<file path="src/rtl/muntjac_csr_access_ctrl_if.sv">
// Request / CSR-storage / response signal bundle for muntjac_csr_access_ctrl.
// Signal suffixes are from the controller's point of view.
interface muntjac_csr_access_ctrl_if #(
  parameter int unsigned XLEN = 64
);
  logic            req_valid_i;
  logic            req_ready_o;
  logic [1:0]      req_op_i;
  logic [11:0]     req_addr_i;
  logic [XLEN-1:0] req_wdata_i;
  logic [1:0]      req_priv_i;
  logic [11:0]     csr_addr_o;
  logic            csr_re_o;
  logic [XLEN-1:0] csr_rdata_i;
  logic            csr_we_o;
  logic [XLEN-1:0] csr_wdata_o;
  logic            resp_valid_o;
  logic            resp_ready_i;
  logic [XLEN-1:0] resp_rdata_o;
  logic            resp_illegal_o;

  modport slave (
    input  req_valid_i, req_op_i, req_addr_i, req_wdata_i, req_priv_i,
    input  csr_rdata_i, resp_ready_i,
    output req_ready_o, csr_addr_o, csr_re_o, csr_we_o, csr_wdata_o,
    output resp_valid_o, resp_rdata_o, resp_illegal_o
  );

  modport master (
    output req_valid_i, req_op_i, req_addr_i, req_wdata_i, req_priv_i,
    output csr_rdata_i, resp_ready_i,
    input  req_ready_o, csr_addr_o, csr_re_o, csr_we_o, csr_wdata_o,
    input  resp_valid_o, resp_rdata_o, resp_illegal_o
  );
endinterface

</file>
<file path="src/rtl/muntjac_csr_access_ctrl.sv">
// CSR access sequencer: legality check, read, optional read-modify-write, response.
// Optional feature macro: MUNTJAC_CSR_PRIV_CHECK_EN (privilege-level fault check).
module muntjac_csr_access_ctrl #(
  parameter int unsigned XLEN = 64
) (
  input logic clk_i,
  input logic rst_i,
  muntjac_csr_access_ctrl_if.slave bus
);

  typedef enum logic [1:0] {ST_IDLE, ST_READ, ST_WRITE, ST_RESP} state_e;
  typedef enum logic [1:0] {OP_READ, OP_WRITE, OP_SET, OP_CLEAR} csr_op_e;

  state_e          state_q, state_d;
  csr_op_e         op_q, op_d;
  logic [11:0]     addr_q, addr_d;
  logic [XLEN-1:0] wdata_q, wdata_d;

  logic            ready_q, ready_d;
  logic            re_q, re_d;
  logic            we_q, we_d;
  logic [11:0]     caddr_q, caddr_d;
  logic [XLEN-1:0] cwdata_q, cwdata_d;
  logic            rvalid_q, rvalid_d;
  logic [XLEN-1:0] rdata_q, rdata_d;
  logic            illegal_q, illegal_d;

  logic            priv_fault_c;
  logic            in_intent_c, in_illegal_c, lat_intent_c, fire_c;
  logic [XLEN-1:0] merged_c;

`ifdef MUNTJAC_CSR_PRIV_CHECK_EN
  assign priv_fault_c = bus.req_priv_i < bus.req_addr_i[9:8];
`else
  assign priv_fault_c = 1'b0;
`endif

  // SET/CLEAR with a zero operand cannot change anything, so it is a pure read
  assign in_intent_c  = (csr_op_e'(bus.req_op_i) == OP_WRITE) ||
                        ((csr_op_e'(bus.req_op_i) inside {OP_SET, OP_CLEAR}) &&
                         (bus.req_wdata_i != '0));
  assign in_illegal_c = (in_intent_c && (bus.req_addr_i[11:10] == 2'b11)) || priv_fault_c;
  assign lat_intent_c = (op_q == OP_WRITE) ||
                        ((op_q inside {OP_SET, OP_CLEAR}) && (wdata_q != '0));
  assign fire_c       = bus.req_valid_i && ready_q;

  always_comb begin
    case (op_q)
      OP_SET:   merged_c = bus.csr_rdata_i | wdata_q;
      OP_CLEAR: merged_c = bus.csr_rdata_i & ~wdata_q;
      default:  merged_c = wdata_q;
    endcase
  end

  // Next state, latched request fields and next registered outputs
  always_comb begin
    state_d   = state_q;
    op_d      = op_q;
    addr_d    = addr_q;
    wdata_d   = wdata_q;
    rdata_d   = rdata_q;
    illegal_d = illegal_q;
    cwdata_d  = '0;

    case (state_q)
      ST_IDLE: begin
        if (fire_c) begin
          op_d    = csr_op_e'(bus.req_op_i);
          addr_d  = bus.req_addr_i;
          wdata_d = bus.req_wdata_i;
          if (in_illegal_c) begin
            state_d   = ST_RESP;
            rdata_d   = '0;
            illegal_d = 1'b1;
          end else begin
            state_d = ST_READ;
          end
        end
      end
      ST_READ: begin
        rdata_d   = bus.csr_rdata_i;
        illegal_d = 1'b0;
        if (lat_intent_c) begin
          state_d  = ST_WRITE;
          cwdata_d = merged_c;
        end else begin
          state_d = ST_RESP;
        end
      end
      ST_WRITE: state_d = ST_RESP;
      ST_RESP: begin
        if (bus.resp_ready_i) begin
          state_d   = ST_IDLE;
          rdata_d   = '0;
          illegal_d = 1'b0;
        end
      end
      default: state_d = ST_IDLE;
    endcase

    ready_d  = (state_d == ST_IDLE);
    re_d     = (state_d == ST_READ);
    we_d     = (state_d == ST_WRITE);
    rvalid_d = (state_d == ST_RESP);
    caddr_d  = (state_d inside {ST_READ, ST_WRITE}) ? addr_d : 12'd0;
  end

  always_ff @(posedge clk_i) begin
    if (rst_i) begin
      state_q   <= ST_IDLE;
      op_q      <= OP_READ;
      addr_q    <= '0;
      wdata_q   <= '0;
      ready_q   <= 1'b1;
      re_q      <= 1'b0;
      we_q      <= 1'b0;
      caddr_q   <= '0;
      cwdata_q  <= '0;
      rvalid_q  <= 1'b0;
      rdata_q   <= '0;
      illegal_q <= 1'b0;
    end else begin
      state_q   <= state_d;
      op_q      <= op_d;
      addr_q    <= addr_d;
      wdata_q   <= wdata_d;
      ready_q   <= ready_d;
      re_q      <= re_d;
      we_q      <= we_d;
      caddr_q   <= caddr_d;
      cwdata_q  <= cwdata_d;
      rvalid_q  <= rvalid_d;
      rdata_q   <= rdata_d;
      illegal_q <= illegal_d;
    end
  end

  assign bus.req_ready_o    = ready_q;
  assign bus.csr_re_o       = re_q;
  // A reset arriving during the write cycle must kill the strobe immediately
  assign bus.csr_we_o       = we_q && !rst_i;
  assign bus.csr_addr_o     = caddr_q;
  assign bus.csr_wdata_o    = cwdata_q;
  assign bus.resp_valid_o   = rvalid_q;
  assign bus.resp_rdata_o   = rdata_q;
  assign bus.resp_illegal_o = illegal_q;

endmodule

</file>
<file path="src/flat_wrapper.sv">
// flat-port wrapper written by rule: the top's interface ports become plain ports
module muntjac_csr_access_ctrl_flat 
#(
  parameter int unsigned XLEN = 64
)
  (clk_i, rst_i, bus_req_valid_i, bus_req_op_i, bus_req_addr_i, bus_req_wdata_i, bus_req_priv_i, bus_csr_rdata_i, bus_resp_ready_i, bus_req_ready_o, bus_csr_addr_o, bus_csr_re_o, bus_csr_we_o, bus_csr_wdata_o, bus_resp_valid_o, bus_resp_rdata_o, bus_resp_illegal_o);
  muntjac_csr_access_ctrl_if #(.XLEN(XLEN)) bus_i ();
  input logic clk_i;
  input logic rst_i;
  input wire logic [$bits(bus_i.req_valid_i)-1:0] bus_req_valid_i;
  input wire logic [$bits(bus_i.req_op_i)-1:0] bus_req_op_i;
  input wire logic [$bits(bus_i.req_addr_i)-1:0] bus_req_addr_i;
  input wire logic [$bits(bus_i.req_wdata_i)-1:0] bus_req_wdata_i;
  input wire logic [$bits(bus_i.req_priv_i)-1:0] bus_req_priv_i;
  input wire logic [$bits(bus_i.csr_rdata_i)-1:0] bus_csr_rdata_i;
  input wire logic [$bits(bus_i.resp_ready_i)-1:0] bus_resp_ready_i;
  output wire logic [$bits(bus_i.req_ready_o)-1:0] bus_req_ready_o;
  output wire logic [$bits(bus_i.csr_addr_o)-1:0] bus_csr_addr_o;
  output wire logic [$bits(bus_i.csr_re_o)-1:0] bus_csr_re_o;
  output wire logic [$bits(bus_i.csr_we_o)-1:0] bus_csr_we_o;
  output wire logic [$bits(bus_i.csr_wdata_o)-1:0] bus_csr_wdata_o;
  output wire logic [$bits(bus_i.resp_valid_o)-1:0] bus_resp_valid_o;
  output wire logic [$bits(bus_i.resp_rdata_o)-1:0] bus_resp_rdata_o;
  output wire logic [$bits(bus_i.resp_illegal_o)-1:0] bus_resp_illegal_o;
  assign bus_i.req_valid_i = bus_req_valid_i;
  assign bus_i.req_op_i = bus_req_op_i;
  assign bus_i.req_addr_i = bus_req_addr_i;
  assign bus_i.req_wdata_i = bus_req_wdata_i;
  assign bus_i.req_priv_i = bus_req_priv_i;
  assign bus_i.csr_rdata_i = bus_csr_rdata_i;
  assign bus_i.resp_ready_i = bus_resp_ready_i;
  assign bus_req_ready_o = bus_i.req_ready_o;
  assign bus_csr_addr_o = bus_i.csr_addr_o;
  assign bus_csr_re_o = bus_i.csr_re_o;
  assign bus_csr_we_o = bus_i.csr_we_o;
  assign bus_csr_wdata_o = bus_i.csr_wdata_o;
  assign bus_resp_valid_o = bus_i.resp_valid_o;
  assign bus_resp_rdata_o = bus_i.resp_rdata_o;
  assign bus_resp_illegal_o = bus_i.resp_illegal_o;
  muntjac_csr_access_ctrl #(.XLEN(XLEN)) u_core (.clk_i(clk_i), .rst_i(rst_i), .bus(bus_i));
endmodule
</file>
<file path="config.mk">
export PLATFORM = sky130hd
export DESIGN_NAME = muntjac_csr_access_ctrl_flat
export DESIGN_NICKNAME = d
export VERILOG_FILES = /design/src/rtl/muntjac_csr_access_ctrl_if.sv /design/src/rtl/muntjac_csr_access_ctrl.sv /design/src/flat_wrapper.sv
export SDC_FILE = /design/constraint.sdc
export NUM_CORES = 1
export LEC_CHECK = 0
export CAP_MARGIN = 30
export CELL_PAD_IN_SITES_DETAIL_PLACEMENT = 0
export CELL_PAD_IN_SITES_GLOBAL_PLACEMENT = 1
export CORE_AREA = 2 2 160 162
export CTS_BUF_LIST = sky130_fd_sc_hd__clkbuf_8 sky130_fd_sc_hd__clkbuf_16
export DETAILED_ROUTE_END_ITERATION = 8
export DIE_AREA = 0 0 162 164
export HOLD_SLACK_MARGIN = 0.05
export PLACE_DENSITY_LB_ADDON = 0.05
export SLEW_MARGIN = 20
export SYNTH_ARGS = -nofsm -noshare
export SYNTH_HDL_FRONTEND = slang
export SYNTH_SLANG_ARGS = --single-unit
</file>
<file path="constraint.sdc">
create_clock -name clk_i -period 5.6 [get_ports clk_i]
set_input_delay 0.56 -clock clk_i [delete_from_list [all_inputs] [get_ports clk_i]]
set_output_delay 0.56 -clock clk_i [all_outputs]
set_load 0.03 [all_outputs]
</file>
==> results.toml <==
[power_and_ir_drop]
power_density_nw_per_um2 = 445
p_leak_nw = 4.57
power_mw = 5.56
ir_drop_mv = 0.239

[clocking]
cts_tree = "yes"
clock-root-buffer = "clkbuf_16"
cts_setup_buffers = 0
cts_max_level = 1
holdBufCountCts = 0
cts_resized = 0
cts_buffers = 25
cts.clk_slew.worst_paths_ns = 0.06
clockBufferDepth = 3
cts_sinks = 225
clkLatencyLatePin_ns = 0.51

[worst_setup_path]
max_stage_delay_ns = 0.74
crit_chain = "clkdlybuf4s50_1, nor4_1, nand4_1, or3_1, o311ai_0, ha_1, and2_1"
worstPathArrival_ns = 3.58
worst_setup_path_end_kind = "flip-flop"
crit_buf_inv = 1
start_kind = "primary input"
required_ns = 6.01
rr_worst_depth = 7
r2r_setup_slack_ns = 2.61
crit_family = "simple AND/OR/NAND/NOR gates"
rr_startpoint = "u_core.wdata_q[19]"
critPathMaxFanout = 12
critical_path_class = "in -> reg"
crit_path_top_delay_cell = "o311ai_0"
reg2reg_to = "u_core.bus.csr_addr_o[10]"

[finish]
final_layout_size_suffix_gt1_share_pct = 4.67
fin_util_pct = 50.4
layout_commonest_cell = "nand2_1"
nNetsFinal = 1506
fillers = 2474
final_cell_mix = "nand2_1 (293), clkdlybuf4s50_1 (289), dfxtp_1 (224)"
area_growth_syn_to_layout_pct = 46.0
fin_cells = 1700

[placed_design]
place_inst = 1656
place_congestion = 0.800
io_buffers = 290
dpl.hpwl_um = 20400

[drt]
dr.pass1.iters = 4
avgRoutedWirePerCell_um = 17.4
drt_iter0_markers = 536
vias = 8293
drc = 0
avgViaCountPerCell = 4.88
ant_nets = 0
postRouteWirelength_um = 29600

[grt]
global_route.overflow_total = 0
gr-usage-all-layers_pct = 21.6
grt_pass1_vias = 7997
grt_first_pass_wirelength_um = 45200
grt_max_degree = 91
antenna_found_initial = 0

[outcome]
status = "complete, no violations"

[timing]
final.setup_skew_ns = 0.0127
final-setup-viol-count = 0
fin_crit_ns = 3.18
tightest_slew_ns = 0.858
maxSlewViolCount = 0
holdWs_ns = 0.454
slew_headroom_pct = 42.1
finalCritPeriodShare_pct = 56.7
fmaxAchievable_ghz = 0.315
hold_violations = 0
rsz0062_at_grt = "false"
tns_ns = 0

[synth]
syn_area_per_cell_um2 = 7.80
synth_top_cell_area_share_pct = 52.6
post_synth_instance_area_um2 = 8560
synth_seq_cells = 225
synth_top_cells_by_area = "dfxtp_1 (53%), nand2_1 (13%), nor2_1 (8.7%)"
synth_top_area_cell = "dfxtp_1"
synth_cell_types = 35
synth_warnings = 0
netlist_instances = 1097
synth.yosys.seq_area_share_pct = 52.6
synthesis.nets = 1249

[floorplanning]
die_area_um2 = 26600
start_util_pct = 34.5
rows = 58
fp.dieW_um = 162
core_um2 = 24800
die_h_um = 164
pin_count = 293

[hold_path]
min_to = "u_core.addr_q[9]"
hold_path.class = "reg -> reg"
hold_depth = 2
min-delay-start = "u_core.addr_q[9]"

[flow_run]
max_cap_viol_count = 0
## registers in the layout (all words and copies together), names as in the netlist
register and flops:
u_core.we_q 1, u_core.bus.req_ready_o 1, u_core.bus.csr_re_o 1, u_core.bus.resp_rdata_o 64
u_core.op_q 2, u_core.state_q 2, u_core.bus.resp_valid_o 1, u_core.wdata_q 64
u_core.bus.csr_addr_o 12, u_core.bus.resp_illegal_o 1, u_core.addr_q 12, u_core.bus.csr_wdata_o 64
## worst min-delay path: cells and delay by family, from the launching register on
family / cells / cell delay, ns
AOI/OAI and AO/OA: 1 / 0.06
and+or+nand+nor: 1 / 0.05
DFF: 1 / 0.29
## power breakdown
part	total, mW	switching, mW	leakage, nW	internal (mW)
combinational	1.92	1.16	2.33	0.757
clock	1.56	0.641	0.404	0.916
sequential	2.09	0.191	1.83	1.90
total	5.56	1.99	4.57	3.57
## stage by stage
step / cell area [µm²] / setup slack, ns
detailed placement: 11700 / 1.81
floorplan: 8560 / 3.04
global route: 12500 / 2.23
global placement: 11700 / 1.83
finish: 12500 / 2.42
CTS: 12500 / 2.36
## layer usage
metal  part of all wire (%)  routed length [µm]  vias to the layer above  track usage [%]
li1                       -                   -                     4181                -
met1                     44               13000                     3827             28.1
met2                     47               13900                      249             36.4
met3                    7.4                2180                       36             5.25
met4                    1.6                 473                        0             4.55
met5                      0                   0                        -                0
## logic make-up after synthesis
logic type,count (synthesis),synth area share [%]
buffers and inverters,73,3.77
and+or+nand+nor,575,27.8
AOI/OAI and AO/OA,220,15.2
adders and majority gates,4,0.585
DFF,225,52.6
## worst max-delay path by stage
stage | from | to | slack, ns | cells after the start
after floorplan | bus_req_wdata_i[6] | u_core.bus.csr_addr_o[10] | 3.04 | 7
after global placement | bus_req_wdata_i[63] | u_core.bus.csr_addr_o[8] | 1.83 | 7
after detailed placement | bus_req_wdata_i[63] | u_core.bus.csr_addr_o[4] | 1.81 | 7
after CTS | bus_req_wdata_i[63] | u_core.bus.csr_addr_o[10] | 2.36 | 7
after global routing | bus_req_wdata_i[63] | u_core.bus.csr_addr_o[2] | 2.23 | 7
final | bus_req_wdata_i[63] | u_core.bus.csr_addr_o[10] | 2.42 | 7
## synth_stat cells (all sizes together)
master	n
nand2	294
dfxtp	225
nor2	198
a21oi	145
a22oi	64
clkbuf	56
nor4	35
buf	16
and2	14
nand4	6
nor2b	5
ha	4
o21ai	4
and4	3
nand3	3
nor3	3
nor4b	3
or2	3
nand2b	2
or3	2
a21o	1
a31o	1
a31oi	1
a41oi	1
and3	1
inv	1
nand3b	1
nor3b	1
o211ai	1
o21a	1
o311ai	1
or4	1
## final cells by class
cell class,count,area (µm²),share of cell area [%]
Sequential cell,225,4510,36.0
Multi-Input combinational cell,799,3780,30.3
Timing Repair Buffer,302,3020,24.1
Clock buffer,30,694,5.56
Tap cell,330,413,3.30
Clock inverter,12,81.3,0.651
Inverter,1,3.75,0.0300
Antenna cell,1,2.50,0.0200
Note: power is estimated with default switching activity, not from simulation.
